--- src/rtl/riscv_multicycle_ctrl.sv ---
// rtl/riscv_multicycle_ctrl.sv - multicycle RV32I sequencing FSM with memory-ready stalls
module riscv_multicycle_ctrl #(
    parameter bit MEM_WAIT_EN     = 1'b1,
    parameter bit TRAP_ON_ILLEGAL = 1'b1
) (
    input  logic       clk,
    input  logic       reset,
    input  logic [6:0] op,
    input  logic [2:0] funct3,
    input  logic       funct7b5,
    input  logic       branch_taken,
    input  logic       mem_ready,
    output logic       pc_write,
    output logic       adr_src,
    output logic       ir_write,
    output logic       mem_write,
    output logic       reg_write,
    output logic [1:0] result_src,
    output logic [1:0] alu_src_a,
    output logic [1:0] alu_src_b,
    output logic [2:0] imm_src,
    output logic [3:0] alu_control,
    output logic [3:0] state,
    output logic       trap
);

    typedef enum logic [3:0] {
        S_FETCH    = 4'd0,
        S_DECODE   = 4'd1,
        S_MEMADR   = 4'd2,
        S_MEMREAD  = 4'd3,
        S_MEMWB    = 4'd4,
        S_MEMWRITE = 4'd5,
        S_EXECR    = 4'd6,
        S_EXECI    = 4'd7,
        S_ALUWB    = 4'd8,
        S_JAL      = 4'd9,
        S_BRANCH   = 4'd10,
        S_LUI      = 4'd11,
        S_AUIPC    = 4'd12,
        S_TRAP     = 4'd15
    } state_t;

    localparam logic [6:0] OP_LOAD   = 7'b0000011;
    localparam logic [6:0] OP_STORE  = 7'b0100011;
    localparam logic [6:0] OP_RTYPE  = 7'b0110011;
    localparam logic [6:0] OP_ITYPE  = 7'b0010011;
    localparam logic [6:0] OP_JAL    = 7'b1101111;
    localparam logic [6:0] OP_BRANCH = 7'b1100011;
    localparam logic [6:0] OP_LUI    = 7'b0110111;
    localparam logic [6:0] OP_AUIPC  = 7'b0010111;

    localparam logic [3:0] ALU_ADD   = 4'b0000;
    localparam logic [3:0] ALU_SUB   = 4'b0001;
    localparam logic [3:0] ALU_AND   = 4'b0010;
    localparam logic [3:0] ALU_OR    = 4'b0011;
    localparam logic [3:0] ALU_XOR   = 4'b0100;
    localparam logic [3:0] ALU_SLT   = 4'b0101;
    localparam logic [3:0] ALU_SLTU  = 4'b1101;
    localparam logic [3:0] ALU_SLL   = 4'b0110;
    localparam logic [3:0] ALU_SRL   = 4'b0111;
    localparam logic [3:0] ALU_SRA   = 4'b1111;
    localparam logic [3:0] ALU_LUI   = 4'b1110;
    localparam logic [3:0] ALU_AUIPC = 4'b1001;

    state_t     state_q, state_d;
    logic       mem_rdy;
    logic [3:0] alu_dec;
    logic       pc_write_c, ir_write_c, mem_write_c, reg_write_c;

    assign mem_rdy = MEM_WAIT_EN ? mem_ready : 1'b1;

    always_ff @(posedge clk or posedge reset) begin
        if (reset) state_q <= S_FETCH;
        else       state_q <= state_d;
    end

    // funct7b5 only selects sub for R-type; for shifts it selects sra in both formats
    always_comb begin
        alu_dec = ALU_ADD;
        case (funct3)
            3'b000: alu_dec = ((state_q == S_EXECR) && funct7b5) ? ALU_SUB : ALU_ADD;
            3'b001: alu_dec = ALU_SLL;
            3'b010: alu_dec = ALU_SLT;
            3'b011: alu_dec = ALU_SLTU;
            3'b100: alu_dec = ALU_XOR;
            3'b101: alu_dec = funct7b5 ? ALU_SRA : ALU_SRL;
            3'b110: alu_dec = ALU_OR;
            3'b111: alu_dec = ALU_AND;
            default: alu_dec = ALU_ADD;
        endcase
    end

    always_comb begin
        state_d     = state_q;
        pc_write_c  = 1'b0;
        ir_write_c  = 1'b0;
        mem_write_c = 1'b0;
        reg_write_c = 1'b0;
        adr_src     = 1'b0;
        result_src  = 2'b00;
        alu_src_a   = 2'b00;
        alu_src_b   = 2'b00;
        imm_src     = 3'b000;
        alu_control = ALU_ADD;
        case (state_q)
            S_FETCH: begin
                alu_src_b  = 2'b10;
                result_src = 2'b10;
                ir_write_c = mem_rdy;
                pc_write_c = mem_rdy;
                if (mem_rdy) state_d = S_DECODE;
            end
            S_DECODE: begin
                alu_src_a = 2'b01;
                alu_src_b = 2'b01;
                imm_src   = (op == OP_JAL) ? 3'b011 : 3'b010;
                case (op)
                    OP_LOAD, OP_STORE: state_d = S_MEMADR;
                    OP_RTYPE:          state_d = S_EXECR;
                    OP_ITYPE:          state_d = S_EXECI;
                    OP_JAL:            state_d = S_JAL;
                    OP_BRANCH:         state_d = S_BRANCH;
                    OP_LUI:            state_d = S_LUI;
                    OP_AUIPC:          state_d = S_AUIPC;
                    default:           state_d = TRAP_ON_ILLEGAL ? S_TRAP : S_FETCH;
                endcase
            end
            S_MEMADR: begin
                alu_src_a = 2'b10;
                alu_src_b = 2'b01;
                imm_src   = (op == OP_STORE) ? 3'b001 : 3'b000;
                state_d   = (op == OP_STORE) ? S_MEMWRITE : S_MEMREAD;
            end
            S_MEMREAD: begin
                adr_src = 1'b1;
                if (mem_rdy) state_d = S_MEMWB;
            end
            S_MEMWB: begin
                result_src  = 2'b01;
                reg_write_c = 1'b1;
                state_d     = S_FETCH;
            end
            S_MEMWRITE: begin
                adr_src     = 1'b1;
                mem_write_c = 1'b1;
                if (mem_rdy) state_d = S_FETCH;
            end
            S_EXECR: begin
                alu_src_a   = 2'b10;
                alu_control = alu_dec;
                state_d     = S_ALUWB;
            end
            S_EXECI: begin
                alu_src_a   = 2'b10;
                alu_src_b   = 2'b01;
                alu_control = alu_dec;
                state_d     = S_ALUWB;
            end
            S_ALUWB: begin
                reg_write_c = 1'b1;
                state_d     = S_FETCH;
            end
            S_JAL: begin
                alu_src_a  = 2'b01;
                alu_src_b  = 2'b10;
                pc_write_c = 1'b1;
                state_d    = S_ALUWB;
            end
            S_BRANCH: begin
                alu_src_a   = 2'b10;
                alu_control = ALU_SUB;
                pc_write_c  = branch_taken;
                state_d     = S_FETCH;
            end
            S_LUI: begin
                alu_src_b   = 2'b01;
                imm_src     = 3'b100;
                alu_control = ALU_LUI;
                state_d     = S_ALUWB;
            end
            S_AUIPC: begin
                alu_src_a   = 2'b01;
                alu_src_b   = 2'b01;
                imm_src     = 3'b100;
                alu_control = ALU_AUIPC;
                state_d     = S_ALUWB;
            end
            S_TRAP: state_d = S_TRAP;
            default: state_d = S_FETCH;
        endcase
    end

    // FETCH would otherwise raise ir_write/pc_write from mem_ready while reset is held
    assign pc_write  = pc_write_c  & ~reset;
    assign ir_write  = ir_write_c  & ~reset;
    assign mem_write = mem_write_c & ~reset;
    assign reg_write = reg_write_c & ~reset;
    assign state     = state_q;
    assign trap      = (state_q == S_TRAP);

endmodule
--- config.mk ---
export PLATFORM = sky130hd
export DESIGN_NAME = riscv_multicycle_ctrl
export DESIGN_NICKNAME = d
export VERILOG_FILES = /design/src/rtl/riscv_multicycle_ctrl.sv
export SDC_FILE = /design/constraint.sdc
export NUM_CORES = 1
export LEC_CHECK = 0
export ABC_AREA = 1
export BUFFER_PORTS_ARGS = -buffer_cell sky130_fd_sc_hd__clkbuf_2
export CAP_MARGIN = 10
export CELL_PAD_IN_SITES_DETAIL_PLACEMENT = 1
export CELL_PAD_IN_SITES_GLOBAL_PLACEMENT = 2
export CORE_UTILIZATION = 17
export CTS_CLUSTER_DIAMETER = 60
export DETAILED_ROUTE_END_ITERATION = 6
export GPL_TIMING_DRIVEN = 0
export PLACE_DENSITY = 0.74
export SLEW_MARGIN = 30
export SYNTH_ARGS = -nofsm -noshare
export SYNTH_HDL_FRONTEND = slang
export SYNTH_SLANG_ARGS = --single-unit
--- constraint.sdc ---
create_clock -name clk -period 1.2 [get_ports clk]
set_input_delay 0.24 -clock clk [delete_from_list [all_inputs] [get_ports clk]]
set_output_delay 0.24 -clock clk [all_outputs]
set_load 0.03 [all_outputs]
# Yosys cells after proc, flatten, opt, wreduce, memory -nomap -nowiden
# Cells that the tools add are included.
dict set report totals {
  register_bits 4
  in_bits 15
  output_inout_bits 23
  elab_cells 72
}
dict set report classes {
  eq_ne 31
  mux 21
  bitwise 5
  reduce_logical 14
}
# cell count
set ops {}
lappend ops {{4-bit case mux with 7 select lines} 2}
lappend ops {{4-bit case mux with 8 select lines} 1}
lappend ops {{4-bit equality test (second input constant)} 6}
lappend ops {{7-bit by 6-bit equality test with 1-bit output (second input constant)} 3}
lappend ops {{4-bit by 3-bit equality test with 1-bit output (second input constant)} 4}
lappend ops {{4-bit 2-to-1 mux} 4}
lappend ops {{4-bit case mux with 4 select lines} 1}
lappend ops {{7-bit by 5-bit equality test with 1-bit output (second input constant)} 2}
lappend ops {{7-bit equality test (second input constant)} 2}
lappend ops {{3-bit equality test (second input constant)} 4}
lappend ops {{2-bit case mux with 2 select lines} 3}
lappend ops {{2-bit OR reduction} 6}
lappend ops {{5-bit OR reduction} 2}
lappend ops {{3-bit case mux with 3 select lines} 1}
lappend ops {{4-bit by 2-bit equality test with 1-bit output (second input constant)} 2}
lappend ops {{7-bit by 2-bit equality test with 1-bit output (second input constant)} 1}
lappend ops {{1-bit 2-to-1 mux} 7}
lappend ops {{3-bit by 2-bit equality test with 1-bit output (second input constant)} 2}
lappend ops {{2-bit inequality test (second input constant)} 3}
lappend ops {{1-bit AND} 4}
lappend ops {{4-bit by 1-bit equality test with 1-bit output (second input constant)} 1}
lappend ops {{4-bit zero test} 1}
lappend ops {{4-bit OR reduction} 1}
lappend ops {{3-bit by 1-bit equality test with 1-bit output (second input constant)} 1}
lappend ops {{other kinds (7)} 7}

# Depth between registers and ports, before layout
# Gate-level depths: netlist of the first run.
dict set report depth {
  ltp_word 5
  mapped_depth 11
  mapped_depth_nobuf 11
}

# Worst setup path after synthesis of the first run
# No wires, ideal clock.
dict set report synth_path {
  path_type {flip-flop to output port}
  start {register state_q[3] (netlist: state[3])}
  end {output port imm_src[0]}
  arrival_time_ns 1.808
  required_ns 0.960
  setup_slack_ns -0.848
  stages_incl_launch_ff 6
  path_buffers 0
  path_cell_list {dfrtp_1 nor2_2 inv_2 nor2_2 inv_2 o22ai_1}
}
dict set report synth_via {
  elab_chain_cells 3
  word_cells_on_any_way 6
  cone_classes {eq/ne (4); mux (1); reduce/logical (1)}
}
# item line
set synth_lines {}
lappend synth_lines {{start, declared} 66} ;# state_t state_q, state_d;
lappend synth_lines {{start signal, assigned} 75} ;# else state_q <= state_d;
lappend synth_lines {{4-bit equality test} 106} ;# case (state_q)
lappend synth_lines {{2-bit OR reduction (no line)} --}
lappend synth_lines {{3-bit case mux with 3 select lines (*)} 106}
lappend synth_lines {{end, declared} 21} ;# output logic [2:0] imm_src,
# Every way passes the cells marked *; elsewhere a longest branch is shown, timed or not.

# Worst setup path in the final report of the first run
dict set report layout_path {
  start {register state_q[3] (netlist: state[3])}
  end {output port alu_control[0]}
}
dict set report layout_via {
  elab_chain_cells 5
  word_cells_on_any_way 10
  cone_classes {eq/ne (5); mux (3); reduce/logical (2)}
}
# item line
set layout_lines {}
lappend layout_lines {{4-bit by 3-bit equality test with 1-bit output} {82, 106}}
lappend layout_lines {{1-bit logical AND} 82} ;# 3'b000: alu_dec = ((state_q == S_EXECR) && funct7b5) ? ALU_SUB : ALU_ADD;
lappend layout_lines {{1-bit 2-to-1 mux} 82}
lappend layout_lines {{4-bit case mux with 8 select lines} 81} ;# case (funct3)
lappend layout_lines {{4-bit case mux with 4 select lines (*)} 106}
lappend layout_lines {{end, declared} 22} ;# output logic [3:0] alu_control,
# Marks and branches as above.

==> impl_metrics.py, run 1 <==
metrics = {
    "critical_path": {
        "worstSetupStartpointType": "flip-flop",
        "path_class": "flip-flop to output pin",
        "r2r-end": "state[0]",
        "worstRegToRegCells": 9,
        "critPathArrivalTime_ns": 1.49,
        "r2r_slack_ns": -0.32,
        "worst-path-max-fanout": 5,
        "reg2reg_from": "state[3]",
        "critPathCaptureType": "output pin",
        "crit_required_ns": 0.96,
    },
    "grt": {
        "antenna_found_initial": 0,
        "grt_pass1_vias": 1118,
        "grt.total_usage_pct": 16.9,
        "grt_first_pass_wirelength_um": 5330,
        "grt_overflow_total": 0,
        "grt_max_degree": 6,
    },
    "die": {
        "die_height_um": 63.7,
        "rows": 22,
        "core_area_mm2": 0.00366,
        "io_pins": 38,
        "die_x_um": 63.7,
        "dieArea_mm2": 0.00406,
        "initial_core_util_pct": 17.7,
    },
    "sta": {
        "max-slew-margin-rel_pct": 76.5,
        "fmax_mhz": 577,
        "slew_viol_final": 0,
        "rsz0062_at_grt": "true",
        "setup_viol": 26,
        "skew_ns": 0.00216,
        "timing.hold.ws_ns": 0.0387,
        "worstMarginPinSlew_ns": 0.351,
        "hold_violations": 0,
        "setup_slack_ns": -0.534,
        "final.min_clock_period_ns": 1.73,
        "min_period_over_period_pct": 145,
    },
    "detailed_routing": {
        "vias": 1064,
        "wl_um": 3300,
        "post-route-drc-count": 0,
        "dr.pass1.iters": 4,
        "drt_iter0_drc": 9,
        "routed_via_density": 4.49,
        "avgRoutedWirePerCell_um": 13.9,
        "postRouteAntennaNets": 0,
    },
    "power": {
        "power_density_mw_per_mm2": 2540,
        "p_leak_uw": 0.000821,
        "vdd_drop_max_uv": 673,
        "fin_total_pwr_uw": 4180,
    },
    "clocking": {
        "cts_root_buffer": "clkbuf_8",
        "postCtsHoldBufs": 0,
        "cts_tree": "done",
        "cts_buffer_depth": 2,
        "numCtsBuffers": 3,
        "cts.sinks": 4,
        "path_clk_slew_ns": 0.03,
        "worst_skew_pair.late_latency_ns": 0.23,
        "htree_levels": 1,
    },
    "synthesis": {
        "synthTopCellsByCount": "nand2_1 (35), nor2_1 (23), inv_1 (13), inv_2 (10), nand3_1 (7)",
        "ys_warn_count": 0,
        "syn_inst": 124,
        "synth_ff_type": "dfrtp_1",
        "ys_ff_latch": 4,
        "syn-mean-instance-area_um2": 5.22,
        "synth_top_cell_by_area": "nand2_1",
        "syn-num-nets": 139,
        "synth_top_area_share_pct": 20.3,
        "synth_edf_count": 0,
        "synth.most_common_cell": "nand2_1",
        "async_reset_ff_share_pct": 100,
        "ys_seq_area_share_pct": 15.5,
        "syn_area_um2": 647,
        "yosys-top-cells-area": "nand2_1 (20%), dfrtp_1 (15%), nor2_1 (13%)",
        "synth.distinct_cells": 24,
    },
    "placement": {
        "placed_area_mm2": 0.00106,
        "hpwl_um": 2170,
        "io_buffers": 37,
        "gp_congestion": 0.803,
    },
    "finish": {
        "largest_reg_flops": 4,
        "final_area_mm2": 0.00165,
        "n_antenna_cell": 0,
        "drive_gt1_share_pct": 63.5,
        "area_growth_pct": 155,
        "fin_nets": 206,
    },
    "flow_run": {
        "cap_violations": 0,
    },
    "min_path": {
        "hold_class": "input pin to async pin",
    },
    "status": {
        "violations": "negative setup slack",
        "status": "complete, but fails checks",
    },
}
[through the flow]
| stage | TNS (ns) | util, % | setup WS [ns] | std cells |
|---|---|---|---|---|
| after floorplan | -4.12 | - | -0.430 | 124 |
| after global placement | -6.16 | 29.1 | -0.497 | 209 |
| after detailed placement | -6.24 | 29.1 | -0.510 | 209 |
| after CTS | -8.86 | 41.2 | -0.522 | 228 |
| after global routing | -10.88 | 45.0 | -0.604 | 237 |
| final | -9.71 | 45.0 | -0.534 | 237 |
[layer usage]
layer	track usage (%)	vias to the layer above	share of wire (%)
li1	-	530	-
met1	19.3	497	41
met2	33.0	32	55
met3	1.27	5	2.5
met4	4.26	0	1.4
met5	0	-	0
[cells by family after synthesis]
group | count (synthesis) | share of synthesized area (%)
buffers and inverters | 24 | 13.9
AO/OA/AOI/OAI | 18 | 18.0
flip-flops | 4 | 15.5
AND/OR/NAND/NOR | 78 | 52.6
[timing repair]
item,CTS,global route
setup endpoints to repair,23,26
pin swaps,14,14
gates resized for setup,67,31
buffers inserted,16,9
[layout make-up]
type,instances,area (µm²)
Timing Repair Buffer,62,598
Tap cell,48,60.1
Inverter,24,103
Clock buffer,3,41.3
Fill cell,435,2010
Sequential cell,4,105
Multi-Input combinational cell,96,739
[where the power goes]
group          total (µW)  switching (µW)  internal (µW)
combinational        3510            1940           1570
sequential            374             164            209
clock                 299            84.4            215
total                4180            2190           1990
[worst max-delay path, cell delays in order, from the launching register on]
cell and delay (ns):
dfrtp_2 0.47, nor2_4 0.21, nand2_4 0.11, a21oi_2 0.13, o311ai_2 0.13, nand3_2 0.10
buf_8 0.12
[how the worst max path moves through the flow]
stage                  start              to  slack [ns]
floorplan           state[2]    alu_src_b[0]       -0.43
global placement    state[1]      imm_src[0]       -0.50
detailed placement  state[3]        pc_write       -0.51
CTS                 state[3]      imm_src[0]       -0.52
global route        state[3]      imm_src[0]       -0.60
finish              state[3]  alu_control[0]       -0.53
[layout by cell type, fill, tap and decap left out, types with 2 or more instances in the layout]
master    instances
buf_6            10
buf_8             9
nor2_1           14
nand2_4           7
nand2_2           2
nor2_4           11
buf_4            20
nand2_1          26
inv_1            11
clkbuf_2         14
nand4_1           3
inv_4             5
clkbuf_8         11
nor3_4            2
nor2_2            2
nand3_1           4
inv_2             8
o21ai_4           2
nand3_4           2
a21oi_1           4
dfrtp_2           4
a31oi_2           2
Power figures use the tool's default switching activity.
==> run 2, diff against run 1 <==
- CORE_ASPECT_RATIO: not set -> 1.25
- CTS_CLUSTER_SIZE: not set -> 20
==> impl_metrics.py, run 2 (synthesized netlist as in run 1, its figures left out) <==
metrics = {
    "power": {
        "power_density_mw_per_mm2": 2490,
        "p_comb_share_pct": 83.5,
        "pwr-share-seq_pct": 9.2,
        "p_int_uw": 1870,
        "p_clk_share_pct": 7.3,
        "p_leak_uw": 0.000832,
        "vdd_drop_max_uv": 756,
        "switchingPower_uw": 2140,
        "sw_frac_of_total_pct": 53.3,
    },
    "critical_path": {
        "critPathCaptureType": "output pin",
        "worstSetupStartpointType": "flip-flop",
        "slowest_delay_ns": 0.47,
        "path_class": "flip-flop to output pin",
        "critPathArrivalTime_ns": 1.54,
        "crit_buf_inv": 2,
        "path_cells": "nor2_4, nand2_4, buf_6, o31ai_4, clkbuf_8",
        "crit_family": "flip-flops",
        "worst-path-max-fanout": 5,
        "reg2reg_from": "state[3]",
        "crit_required_ns": 0.96,
        "cp_slowest_cell": "dfrtp_2",
        "crit_start": "state[3]",
    },
    "finish": {
        "final_common_cell": "nand2_1",
        "fin_nets": 207,
        "largest_reg_flops": 4,
        "drive_gt1_share_pct": 65.3,
        "area_growth_pct": 149,
        "final_area_mm2": 0.00161,
        "n_antenna_cell": 0,
        "layoutNonFillerInstCount": 229,
        "final_cell_mix": "nand2_1 (25), buf_4 (17), clkbuf_2 (15), buf_6 (15), nor2_1 (14)",
    },
    "die": {
        "initial_core_util_pct": 18.1,
        "die_x_um": 57.2,
        "die_height_um": 71.0,
        "io_pins": 38,
        "rows": 24,
        "core_area_mm2": 0.00357,
        "dieArea_mm2": 0.00406,
    },
    "sta": {
        "setup_slack_ns": -0.583,
        "worstMarginPinSlew_ns": 0.368,
        "slew_viol_final": 0,
        "fmax_mhz": 561,
        "min_period_over_period_pct": 149,
        "setup_viol": 25,
        "final.min_clock_period_ns": 1.78,
        "hold_violations": 0,
        "skew_ns": 0.00226,
        "rsz0062_at_grt": "true",
        "timing.hold.ws_ns": 0.0462,
        "max-slew-margin-rel_pct": 75.4,
    },
    "clocking": {
        "path_clk_slew_ns": 0.03,
        "worst_skew_pair.late_latency_ns": 0.22,
        "cts_root_buffer": "clkbuf_8",
        "numCtsBuffers": 3,
        "htree_levels": 1,
        "cts.sinks": 4,
        "cts_buffer_depth": 2,
        "cts_tree": "done",
    },
    "grt": {
        "grt_overflow_total": 0,
        "grt_max_degree": 8,
        "grt_first_pass_wirelength_um": 4950,
        "grt_pass1_vias": 1122,
        "antenna_found_initial": 0,
        "grt.total_usage_pct": 16.0,
    },
    "detailed_routing": {
        "avgRoutedWirePerCell_um": 16.3,
        "vias": 1106,
        "routed_via_density": 4.83,
        "drt_iter0_drc": 49,
        "post-route-drc-count": 4,
        "wl_um": 3740,
        "postRouteAntennaNets": 0,
        "dr.pass1.iters": 7,
    },
    "placement": {
        "io_buffers": 37,
        "place_ws_ns": -0.464,
        "placed_area_mm2": 0.00105,
        "dpl.cell_count": 200,
        "hpwl_um": 2340,
        "gp_congestion": 0.791,
    },
    "status": {
        "violations": "design-rule violations, negative setup slack",
        "status": "complete, but fails checks",
    },
    "min_path": {
        "hold_class": "input pin to async pin",
    },
    "flow_run": {
        "cap_violations": 0,
    },
}
[run 2: changes by cell type in the layout (fill, tap and decap cells not counted), sizes merged]
cell,before,now
buf,40,41
clkinv,0,1
inv,24,23
[run 2: worst paths after layout]
check / cells past startpoint / slack [ns] / end
max: 5 / -0.58 / alu_control[1]
min: 2 / 0.05 / state[1]
max reg2reg: 9 / -0.31 / state[0]
min reg2reg: 3 / 0.75 / state[0]
max in group asynchronous: 2 / 0.97 / state[0]
min in group clk: 2 / 0.28 / state[1]
[run 2: metal layers]
| layer | part of all wire, % | track usage (%) | up-vias | wire (µm) |
|---|---|---|---|---|
| li1 | - | - | 534 | - |
| met2 | 59 | 29.9 | 36 | 2210 |
| met3 | 3.8 | 2.93 | 9 | 141 |
| met5 | 0 | 0 | - | 0 |
| met4 | 2.7 | 7.59 | 0 | 102 |
| met1 | 34 | 17.0 | 527 | 1290 |
[run 2: what timing repair did]
action | in CTS | in global routing
gates resized for setup | 45 | 53
setup endpoints to repair | 23 | 25
pin swaps | 12 | 12
buffers inserted | 10 | 16
hold buffers | 0 | 0
hold endpoints to repair | 0 | 0
[run 2: final cells by class]
cell class / instances / area [µm²]
timing repair buffer: 63 / 583
multi-input combinational: 96 / 742
inverter: 24 / 92.6
sequential: 4 / 105
fill: 443 / 1960
clock buffer: 3 / 41.3
tap: 39 / 48.8
[run 2: power groups by stage]
stage	clock (µW)	combinational, µW	sequential [µW]
global placement	0	1980	345
floorplan	0	1410	434
global route	309	3540	384
detailed placement	0	2000	349
CTS	297	2580	362
finish	291	3350	370
[run 2: stage by stage]
stage	util (%)	total power [µW]	TNS (ns)
2_1_floorplan	-	1840	-4.12
3_3_place_gp	29.5	2330	-6.10
3_5_place_dp	29.5	2350	-6.19
4_1_cts	37.6	3240	-8.50
5_1_grt	45.1	4230	-11.20
6_report	45.1	4010	-9.68
==> run 3, diff against run 2 <==
- ABC_AREA: 1 -> not set
- CORE_UTILIZATION: 17 -> 21
==> impl_metrics.py, run 3 <==
metrics = {
    "status": {
        "status": "complete, but fails checks",
        "violations": "design-rule violations, negative setup slack",
    },
    "synthesis": {
        "syn-mean-instance-area_um2": 6.69,
        "yosys-top-cells-area": "dfrtp_1 (12%), nand2_1 (6.8%), a21oi_1 (4.9%)",
        "synthAdderAreaFrac_pct": 1.22,
        "synth-simple-area-share_pct": 44.1,
        "ys_seq_area_share_pct": 12.2,
        "synth_top_area_share_pct": 12.2,
        "syn-num-nets": 138,
        "syn_inst": 123,
        "synth.most_common_cell": "nand2_1",
        "synthTopCellsByCount": "nand2_1 (15), nor2_1 (10), a21oi_1 (8), nor3_1 (8)",
        "synth-compound-area-share_pct": 26.1,
        "synth.distinct_cells": 45,
        "syn_area_um2": 823,
        "ys_ff_latch": 4,
        "synth_top_cell_by_area": "dfrtp_1",
        "synth_edf_count": 0,
        "synth_ff_type": "dfrtp_1",
        "async_reset_ff_share_pct": 100,
        "synth_xor_area_share_pct": 4.26,
        "synth_top_family_by_area": "simple AND/OR/NAND/NOR gates",
        "ys_warn_count": 0,
        "synthMuxAreaShare_pct": 2.43,
    },
    "clocking": {
        "cts.sinks": 4,
        "path_clk_slew_ns": 0.03,
        "htree_levels": 1,
        "cts_tree": "done",
        "cts_root_buffer": "clkbuf_8",
        "worst_skew_pair.late_latency_ns": 0.21,
        "postCtsHoldBufs": 0,
        "numCtsBuffers": 3,
        "cts_buffer_depth": 2,
    },
    "detailed_routing": {
        "vias": 1211,
        "dr.pass1.iters": 6,
        "post-route-drc-count": 4,
        "avgRoutedWirePerCell_um": 17.2,
        "drt_iter0_drc": 46,
        "routed_via_density": 5.18,
        "wl_um": 4020,
        "postRouteAntennaNets": 0,
    },
    "finish": {
        "fin_nets": 211,
        "largest_reg_flops": 4,
        "n_antenna_cell": 0,
        "drive_gt1_share_pct": 66.0,
        "final_area_mm2": 0.00193,
        "layoutNonFillerInstCount": 234,
        "final_cell_mix": "buf_4 (26), clkbuf_2 (16), buf_8 (12), nand2_1 (12), buf_6 (11)",
        "final_common_cell": "buf_4",
        "area_growth_pct": 134,
        "fill_cells": 434,
    },
    "placement": {
        "placed_area_mm2": 0.00126,
        "gp_congestion": 0.841,
        "hpwl_um": 2490,
        "place_ws_ns": -0.510,
        "io_buffers": 37,
        "dpl.cell_count": 200,
    },
    "critical_path": {
        "crit_required_ns": 0.96,
        "path_class": "flip-flop to output pin",
        "slowest_delay_ns": 0.45,
        "worstSetupStartpointType": "flip-flop",
        "critPathCaptureType": "output pin",
        "cp_slowest_cell": "dfrtp_2",
        "path_cells": "buf_8, o31a_1, a2bb2oi_2, nor3_4, clkbuf_8",
        "critPathArrivalTime_ns": 1.58,
        "worst-path-max-fanout": 8,
    },
    "sta": {
        "slew_viol_final": 0,
        "min_period_over_period_pct": 151,
        "hold_violations": 0,
        "worstMarginPinSlew_ns": 0.469,
        "rsz0062_at_grt": "true",
        "fmax_mhz": 551,
        "setup_viol": 23,
        "max-slew-margin-rel_pct": 68.4,
        "skew_ns": 0.00173,
        "setup_slack_ns": -0.615,
        "final.min_clock_period_ns": 1.82,
    },
    "grt": {
        "grt_first_pass_wirelength_um": 6480,
        "grt_overflow_total": 0,
        "antenna_found_initial": 0,
        "grt_pass1_vias": 1290,
        "grt.total_usage_pct": 20.0,
        "grt_max_degree": 11,
    },
    "power": {
        "vdd_drop_max_uv": 728,
        "p_leak_uw": 0.000839,
        "power_density_mw_per_mm2": 2900,
    },
    "min_path": {
        "hold_class": "input pin to async pin",
    },
    "die": {
        "dieArea_mm2": 0.00418,
        "die_height_um": 72.0,
        "io_pins": 38,
        "die_x_um": 58.0,
        "rows": 25,
        "initial_core_util_pct": 21.9,
        "core_area_mm2": 0.00375,
    },
    "flow_run": {
        "cap_violations": 0,
    },
}
[run 3: cell types whose count changed after synthesis, sizes merged, moves of 5 or more]
cell,change
inv,-18
buf,+9
nor3,+5
nand2,-21
nor2,-16
[run 3: cell type report]
class / count / area (µm²) / share of cell area [%]
multi-input combinational: 104 / 942 / 48.9
tap: 40 / 50.0 / 2.60
sequential: 4 / 105 / 5.45
inverter: 5 / 18.8 / 0.973
buffer: 10 / 129 / 6.68
clock buffer: 3 / 41.3 / 2.14
timing repair buffer: 68 / 642 / 33.3
[run 3: path summary, 6_finish.rpt]
path                       slack (ns)     start  depth (start not counted)  endpoint
max                             -0.62  state[3]                          5  pc_write
min                              0.05     reset                          2  state[0]
max reg2reg                     -0.39  state[3]                          7  state[2]
min reg2reg                      0.87  state[3]                          2  state[0]
max in group asynchronous        0.97     reset                          2  state[2]
min in group clk                 0.45     op[0]                          4  state[1]
[run 3: repair_timing]
item | in CTS | in global routing
endpoints found under the setup margin | 23 | 24
gates resized for setup | 69 | 24
gates cloned | 1 | 0
pin swaps | 12 | 13
setup buffers | 23 | 8
[run 3: critical path, delay by kind of cell (launching register included)]
family / cells / cell delay (ns)
compound gates: 2 / 0.42
simple gates: 1 / 0.16
buf+inv: 2 / 0.33
flops: 1 / 0.45
[run 3: power by group]
group	switching [µW]	leakage (µW)	internal, µW
registers	83.6	0.0000454	210
logic	2460	0.000772	2560
clock network	64.0	0.0000216	213
[run 3: cells by family (layout without fill, tap and decap cells)]
group / after synthesis / count (layout)
muxes: 2 / 2
xor gates and xnor gates: 4 / 4
DFF: 4 / 4
and+or+nand+nor: 64 / 64
adders and majority gates: 1 / 1
buffers and inverters: 15 / 86
AOI/OAI and AO/OA: 33 / 33
[run 3: metrics by stage]
step / hold WS, ns / setup TNS [ns] / util (%) / power (µW)
final: 0.0510 / -10.25 / 51.4 / 5580
after global routing: 0.0730 / -11.47 / 51.4 / 5870
after CTS: 0.0489 / -10.39 / 48.6 / 5130
after detailed placement: 0.273 / -6.77 / 33.6 / 3340
after global placement: 0.271 / -6.44 / 33.6 / 3300
after floorplan: 0.00613 / -5.83 / - / 2660
[run 3: routing by layer]
layer / global-route usage (%) / wire (µm)
met2: 40.2 / 2340
met1: 22.3 / 1580
met4: 3.97 / 0
met5: 0 / 0
met3: 1.60 / 101
